**src/rtl/ul_ram_pkg.sv**
```systemverilog
// Shared constants for the uplink ping-pong RAM pair: bank bases, frame
// length, sync words and the read sequencer state encoding.
package ul_ram_pkg;

  localparam int FRAME_LEN = 262;
  localparam int CNT_W     = 9;

  localparam logic [9:0]       RAM0_BASE  = 10'd0;
  localparam logic [9:0]       RAM1_BASE  = 10'd512;
  localparam logic [9:0]       SYNC_BYTE0 = 10'h287;
  localparam logic [9:0]       SYNC_BYTE1 = 10'h2b8;
  localparam logic [CNT_W-1:0] LAST_IDX   = CNT_W'(FRAME_LEN - 1);

  typedef enum logic [2:0] {
    S_IDLE    = 3'd0,
    S_READ    = 3'd1,
    S_DRAIN   = 3'd2,
    S_RELEASE = 3'd3,
    S_GAP     = 3'd4
  } rd_state_e;

  function automatic logic [9:0] bank_base(input logic bank);
    return bank ? RAM1_BASE : RAM0_BASE;
  endfunction

endpackage

```
**src/rtl/ul_out_skid2.sv**
```systemverilog
// Two-entry fall-through valid/ready buffer. A word arriving into an empty
// buffer is presented in the same cycle; count_o feeds the read credit.
module ul_out_skid2 #(
  parameter int W = 10
) (
  input  logic         clk,
  input  logic         nRst,
  input  logic         push_i,
  input  logic [W-1:0] push_data_i,
  input  logic         ready_i,
  output logic         valid_o,
  output logic [W-1:0] data_o,
  output logic [1:0]   count_o
);

  logic [1:0][W-1:0] mem_q, mem_d;
  logic [1:0]        cnt_q, cnt_d;
  logic              pop;

  assign valid_o = (cnt_q != 2'd0) | push_i;
  assign data_o  = (cnt_q != 2'd0) ? mem_q[0] : (push_i ? push_data_i : '0);
  assign pop     = valid_o & ready_i;
  assign count_o = cnt_q;

  always_comb begin
    mem_d = mem_q;
    cnt_d = cnt_q;
    case ({push_i, pop})
      2'b11: begin
        // empty + push + pop is a pure pass-through
        if (cnt_q == 2'd1) begin
          mem_d[0] = push_data_i;
        end else if (cnt_q == 2'd2) begin
          mem_d[0] = mem_q[1];
          mem_d[1] = push_data_i;
        end
      end
      2'b10: begin
        if (cnt_q != 2'd2) begin
          mem_d[cnt_q[0]] = push_data_i;
          cnt_d           = cnt_q + 2'd1;
        end
      end
      2'b01: begin
        mem_d[0] = mem_q[1];
        cnt_d    = cnt_q - 2'd1;
      end
      default: ;
    endcase
  end

  always_ff @(posedge clk or negedge nRst) begin
    if (!nRst) begin
      mem_q <= '0;
      cnt_q <= '0;
    end else begin
      mem_q <= mem_d;
      cnt_q <= cnt_d;
    end
  end

endmodule

```
**src/rtl/ul_rd_ram_control_s.sv**
```systemverilog
// Uplink read sequencer: picks a full ping-pong bank, streams its frame to a
// valid/ready consumer and hands the bank back with a one-cycle release pulse.
module ul_rd_ram_control_s
  import ul_ram_pkg::*;
(
  input  logic       clk,
  input  logic       nRst,
  input  logic [1:0] UlRAM_wr_state,
  input  logic [9:0] rdUlRAMData,
  output logic [9:0] rdUlRAMAddr,
  output logic       rdUlRAMEn,
  output logic [1:0] UlRAM_rd_state,
  output logic [9:0] outData,
  output logic       outValid,
  input  logic       outReady,
  output logic       frameStart,
  output logic       frameEnd,
  output logic       rdBusy
);

  rd_state_e        state_q, state_d;
  logic             curBank_q, curBank_d;
  logic             lastBank_q, lastBank_d;
  logic             rdBusy_q, rdBusy_d;
  logic [CNT_W-1:0] issueCnt_q, issueCnt_d;
  logic [CNT_W-1:0] deliverCnt_q, deliverCnt_d;
  logic             vld_q;  // read issued last cycle, data returning now
  logic             issue;
  logic             accept;
  logic             credit_ok;
  logic [1:0]       buf_cnt;

  // buffered + in-flight must stay below 2 before a new read may go out
  assign credit_ok = ({1'b0, buf_cnt} + {2'b0, vld_q}) < 3'd2;
  assign accept    = outValid & outReady;
  assign rdUlRAMEn = issue;

  always_comb begin
    state_d        = state_q;
    curBank_d      = curBank_q;
    lastBank_d     = lastBank_q;
    rdBusy_d       = rdBusy_q;
    issueCnt_d     = issueCnt_q;
    deliverCnt_d   = accept ? deliverCnt_q + 1'b1 : deliverCnt_q;
    issue          = 1'b0;
    rdUlRAMAddr    = '0;
    UlRAM_rd_state = '0;
    case (state_q)
      S_IDLE: begin
        if (|UlRAM_wr_state) begin
          curBank_d    = (&UlRAM_wr_state) ? ~lastBank_q : UlRAM_wr_state[1];
          issueCnt_d   = '0;
          deliverCnt_d = '0;
          rdBusy_d     = 1'b1;
          state_d      = S_READ;
        end
      end
      S_READ: begin
        if (credit_ok) begin
          issue       = 1'b1;
          rdUlRAMAddr = bank_base(curBank_q) + 10'(issueCnt_q);
          issueCnt_d  = issueCnt_q + 1'b1;
          if (issueCnt_q == LAST_IDX) state_d = S_DRAIN;
        end
      end
      S_DRAIN: begin
        if (accept && deliverCnt_q == LAST_IDX) state_d = S_RELEASE;
      end
      S_RELEASE: begin
        UlRAM_rd_state[curBank_q] = 1'b1;
        lastBank_d                = curBank_q;
        state_d                   = S_GAP;
      end
      S_GAP: begin
        // writer drops its flag here, so IDLE never sees a stale one
        rdBusy_d = 1'b0;
        state_d  = S_IDLE;
      end
      default: state_d = S_IDLE;
    endcase
  end

  always_ff @(posedge clk or negedge nRst) begin
    if (!nRst) begin
      state_q      <= S_IDLE;
      curBank_q    <= 1'b0;
      lastBank_q   <= 1'b1;
      rdBusy_q     <= 1'b0;
      issueCnt_q   <= '0;
      deliverCnt_q <= '0;
      vld_q        <= 1'b0;
    end else begin
      state_q      <= state_d;
      curBank_q    <= curBank_d;
      lastBank_q   <= lastBank_d;
      rdBusy_q     <= rdBusy_d;
      issueCnt_q   <= issueCnt_d;
      deliverCnt_q <= deliverCnt_d;
      vld_q        <= issue;
    end
  end

  ul_out_skid2 #(.W(10)) u_skid (
    .clk         (clk),
    .nRst        (nRst),
    .push_i      (vld_q),
    .push_data_i (rdUlRAMData),
    .ready_i     (outReady),
    .valid_o     (outValid),
    .data_o      (outData),
    .count_o     (buf_cnt)
  );

  assign frameStart = outValid & (deliverCnt_q == '0);
  assign frameEnd   = outValid & (deliverCnt_q == LAST_IDX);
  assign rdBusy     = rdBusy_q;

endmodule

```
**config.mk**
```make
export PLATFORM = sky130hd
export DESIGN_NAME = ul_rd_ram_control_s
export DESIGN_NICKNAME = d
export VERILOG_FILES = /design/src/rtl/ul_ram_pkg.sv /design/src/rtl/ul_out_skid2.sv /design/src/rtl/ul_rd_ram_control_s.sv
export SDC_FILE = /design/constraint.sdc
export NUM_CORES = 1
export LEC_CHECK = 0
export ABC_AREA = 1
export CAP_MARGIN = 20
export CORE_MARGIN = 4
export CORE_UTILIZATION = 59
export DETAILED_ROUTE_END_ITERATION = 8
export PLACE_DENSITY = 0.85
export SLEW_MARGIN = 20
export SYNTH_ARGS = -nofsm -noshare
export SYNTH_HDL_FRONTEND = slang
export SYNTH_SLANG_ARGS = --single-unit
```
**constraint.sdc**
```tcl
create_clock -name clk -period 6.2 [get_ports clk]
set_input_delay 1.24 -clock clk [delete_from_list [all_inputs] [get_ports clk]]
set_output_delay 1.24 -clock clk [all_outputs]
set_load 0.02 [all_outputs]
```
[Word-level counts from Yosys, hierarchy flattened]
Cells that the tools add are included.
Storage, ports and cells
  register bits after elaboration: 47
  bits in latches: 0
  bits in writable memories: 0
  ROM bits: 0
  input port bits: 15
  output and inout port bits: 27
  logic and storage cells: 101
  memories: 0
Cells by class
  $add $sub $neg: 6
  multipliers: 0
  divide/modulo/power cells: 0
  order comparisons: 5
  eq/ne operators: 20
  shifts and indexed selects: 0
  multiplexer cells: 35
  bitwise logic cells: 5
  reduce and logical (&&, ||, !) cells: 20
Operators by type and width (count)
  two-way mux 10 bit: 8
  two-way mux 9 bit: 5
  two-way mux 20 bit: 2
  case mux 10 bit (3 select lines): 1
  bitwise mux 20 bit: 1
  case mux 10 bit (2 select lines): 1
  adder 9 x 1 -> 9 bit, second input constant: 2
  == test 9 bit, second input constant: 2
  case mux 9 bit (2 select lines): 1
  two-way mux 3 bit: 4
  inequality test 2 bit, second input constant: 6
  case mux 3 bit (4 select lines): 1
  adder 10 x 9 -> 10 bit: 1
  demux 10 bit (select 1 bit): 1
  nonzero test 2 bit: 5
  zero test 9 bit: 1
  AND reduction 2 bit: 4
  AND reduction 4 bit: 2
  == test 2 bit, second input constant: 3
  == test 3 x 2 -> 1 bit, second input constant: 2
  AND reduction 3 bit: 2
  two-way mux 1 bit: 5
  == test 2 x 1 -> 1 bit, second input constant: 2
  < comparator 1 x 2 -> 1 bit, second input constant: 2
  other kinds (20): 27

[Depth between registers and ports, before layout]
  depth after elaboration: 7
  depth in mapped cells: 11
  mapped depth without buffers: 10

[Hierarchy]
From an unflattened synthesis, not the netlist that was laid out.
Unflattened totals
  cells, all modules: 463
  area, all modules: 3075.4 um^2
Modules (own cells, without submodules)
  ul_out_skid2: times used 1, cells an instance 258, area an instance 1575.3 um^2
  ul_rd_ram_control_s: times used 1, cells an instance 205, area an instance 1500.2 um^2

[Least setup slack after synthesis]
Ideal clock, no wire load.
  path kind: register to output
  start point: reg u_skid.cnt_q[0], in the netlist u_skid.count_o[0]
  end point: out frameEnd
  arrival: 1.976 ns
  data required time: 4.960 ns
  setup slack: 2.984 ns
  cell stages (with the launch flop): 7
  path buffers: 1
  path through: dfrtp_1 inv_2 buf_1 ha_1 nand2_2 inv_1 nor4_1
On the way
  word-level cells in the longest chain between the ends: 3
RTL lines
  from (decl): RTL line ul_out_skid2.sv:17  | logic [1:0] cnt_q, cnt_d;
  from (signal assigned): RTL line ul_out_skid2.sv:58  | cnt_q <= cnt_d;
  nonzero test 2 bit: RTL line ul_out_skid2.sv:20  | assign valid_o = (cnt_q != 2'd0) | push_i;
  bitwise OR 1 bit: RTL line ul_out_skid2.sv:20
  via outValid: RTL line ul_rd_ram_control_s.sv:14  | output logic outValid,
  AND 1 bit: RTL line ul_rd_ram_control_s.sv:115  | assign frameEnd = outValid & (deliverCnt_q == LAST_IDX);
  to (decl): RTL line ul_rd_ram_control_s.sv:17  | output logic frameEnd,
The timed path passes the listed nets, and every way through them passes these cells.

[Worst setup path in the final report]
  start point: reg u_skid.cnt_q[0], in the netlist u_skid.count_o[0]
  end point: out frameEnd
On the way
  word-level cells in the longest chain between the ends: 3
RTL lines (RTL line)
  nonzero test 2 bit: ul_out_skid2.sv:20
  bitwise OR 1 bit: ul_out_skid2.sv:20
  AND 1 bit: ul_rd_ram_control_s.sv:115
Every way passes these cells.

==> impl_metrics.ini <==
[run_status]
status = finished clean

[grt]
antenna_found_initial = 0
grt_pass1_vias = 2722
grt_overflow_total = 0
grt.total_usage_pct = 24.0
grt_first_pass_wirelength_mm = 12.0
grt_max_degree = 48

[critical_path]
r2r_slack_ps = 3440
crit_start = u_skid.count_o[0]
reg2reg_depth = 8
path_cells = inv_2, ha_1, nand2_2, inv_1, nor4_1, clkdlybuf4s50_1
r2r_start = u_skid.count_o[0]
start_kind = flop
crit_required_ps = 4960
arrival_ps = 2710
slowest_stage = clkdlybuf4s50_1
slowest_delay_ps = 650
crit_fanout = 20
critPathKind = reg2out
endpoint_kind = output pin
timing.rr.end = u_skid.mem_q[9]

[timing]
rsz0062_at_grt = no
fmax_mhz = 253
fin_setup_tns_ps = 0
fin_skew_ps = 4.66
relSlewSlack_pct = 45.7
fin_crit_ps = 3950
slew_violations = 0
fin_crit_sh_pct = 63.8
max_slew.worst_pin.slew_ps = 813
setup_viol = 0
report.final.hold_viol_count = 0

[layout]
syn2layout_area_growth_pct = 18.5
seq_area_um2 = 1180
nFillCells = 391
final_cell_mix = nand2_1 (125), inv_1 (53), dfrtp_1 (46), nand3_1 (42), nor2_1 (41)
final_common_cell = nand2_1
multi_input_area_um2 = 1460
drive_above_1_share_pct = 6.41
final_area_um2 = 3480
num_antenna_cells = 0
final_nets = 490

[synth]
ys_ff_latch = 47
yosysWarnings = 0
yosysSeqAreaShare_pct = 40.1
syn_nets = 456
synth_area_um2 = 2930
ys_types = 28
synthCells = 433
avgSynthCellArea_um2 = 6.78

[detailed_routing]
drt_wl_total_mm = 6.94
drtPass1Iterations = 5
ant_nets = 0
vias = 2862
route.detailed.drc = 0
vias_per_cell = 5.35
drt-wirelength-per-cell_um = 13.0
detail_route.iter0.violations = 196

[die]
start_util_pct = 61.3
die_h_um = 78.5
die_width_um = 78.5
io_pins = 42
core_area_um2 = 4790
die_area_um2 = 6170
rows = 25

[flow_run]
drv_cap = 0

[worst_hold_path]
min_to = u_skid.mem_q[3]
hold_class = reg2reg
hp-start = u_skid.mem_q[3]
whs_path_depth = 2

[cts]
clockBufferDepth = 2
numCtsBuffers = 5
htree_levels = 2
post_cts_buffers = 0
cts_hold_buf = 0
clock-sinks = 47
clock_latency_ps = 300
cts_resized = 0
cts_tree = done
clk_pin_slew_worst_paths_ps = 90
cts-root-buf = clkbuf_8

[place]
place_hpwl_mm = 4.88
gp_routability_congestion = 0.842
place_area_um2 = 3360
io_buffers = 41

[power_and_ir_drop]
powerDensity_nw_per_um2 = 545
vdd_ir_drop_max_mv = 0.359
leakagePower_nw = 1.77
## cell usage after synthesis
cell type    n  share of area, %
nor4_1       1              0.21
nor3_1       5              0.85
o21ai_1     18               3.1
o21bai_1     1              0.26
nand3_1     42               7.2
buf_4        1              0.26
o21ai_0     25               4.3
buf_2        8               1.4
buf_1        2              0.26
dfstp_2      1              0.90
nand3_2      1              0.34
nand4_1      6               1.3
nor2_1      41               5.2
a21oi_1     21               3.6
ha_1         8               3.4
nor2_2       3              0.64
xnor2_1      1              0.30
inv_1       53               6.8
a31oi_1      1              0.21
nor3_2       2              0.68
nand2_2      3              0.64
nand2_1    125                16
clkbuf_1     3              0.38
o22ai_1      3              0.64
xor2_1       1              0.30
a21oi_2      2              0.60
dfrtp_1     46                39
inv_2        9               1.2
## metrics by stage
| stage | power (mW) | utilization (%) | setup WS [ps] | cells | hold slack (ps) |
|---|---|---|---|---|---|
| 2_1_floorplan | 1.31 | - | 2980 | 433 | 442 |
| 3_3_place_gp | 1.61 | 70.1 | 2420 | 527 | 458 |
| 3_5_place_dp | 1.65 | 70.1 | 2390 | 527 | 471 |
| 4_1_cts | 1.89 | 72.6 | 2260 | 535 | 492 |
| 5_1_grt | 2.06 | 72.7 | 2070 | 535 | 527 |
| 6_report | 1.89 | 72.7 | 2250 | 535 | 489 |
## routing by layer
metal | vias to the layer above | track usage, % | part of all wire (%)
li1 | 1446 | - | -
met1 | 1301 | 29.8 | 44
met2 | 102 | 41.2 | 49
met3 | 13 | 4.13 | 5.2
met4 | 0 | 10.1 | 1.8
met5 | - | 0 | 0
## power by group
part / switching (mW) / leakage, nW / internal [mW] / total, mW
logic: 0.695 / 1.15 / 0.404 / 1.10
registers: 0.123 / 0.562 / 0.440 / 0.563
clock network: 0.102 / 0.0612 / 0.130 / 0.232
total: 0.920 / 1.77 / 0.974 / 1.89
## cell families (layout without fill, tap and decap cells)
logic type,Yosys count,in the layout,synth area share (%)
xor+xnor,2,2,0.597
compound gates,71,71,12.6
fa+ha+maj,8,8,3.41
flops,47,47,40.1
simple gates,229,229,33.0
buf+inv,76,111,10.2
## worst max-delay path by stage
stage / slack [ps] / cells past startpoint / end
after floorplan: 2980 / 6 / frameEnd
after global placement: 2420 / 4 / outData[3]
after detailed placement: 2390 / 4 / outData[3]
after CTS: 2260 / 6 / frameEnd
after global routing: 2070 / 6 / frameEnd
final: 2250 / 6 / frameEnd
## cell type report
cell class                 count  share of cell area (%)
timing repair buffer          41                    11.7
clock buffer                   6                    2.37
clock inverter                 2                    1.01
inverter                      62                    6.69
tap                           67                    2.41
multi-input combinational    310                    41.9
sequential                    47                    33.9
## sequential cells by signal, indices dropped and copies added (netlist names)
signal and cells:
curBank_q 1, deliverCnt_q 9, issueCnt_q 9, lastBank_q 1, rdBusy 1, state_q 3
u_skid.count_o 2, u_skid.mem_q 20, vld_q 1
## critical path, delay by kind of cell, from the launching register on
kind	cells	cell delay (ps)
buffers and inverters	3	930
DFF	1	500
adders and majority gates	1	490
and+or+nand+nor	2	490
No activity file was read; power rests on OpenSTA's default activity.
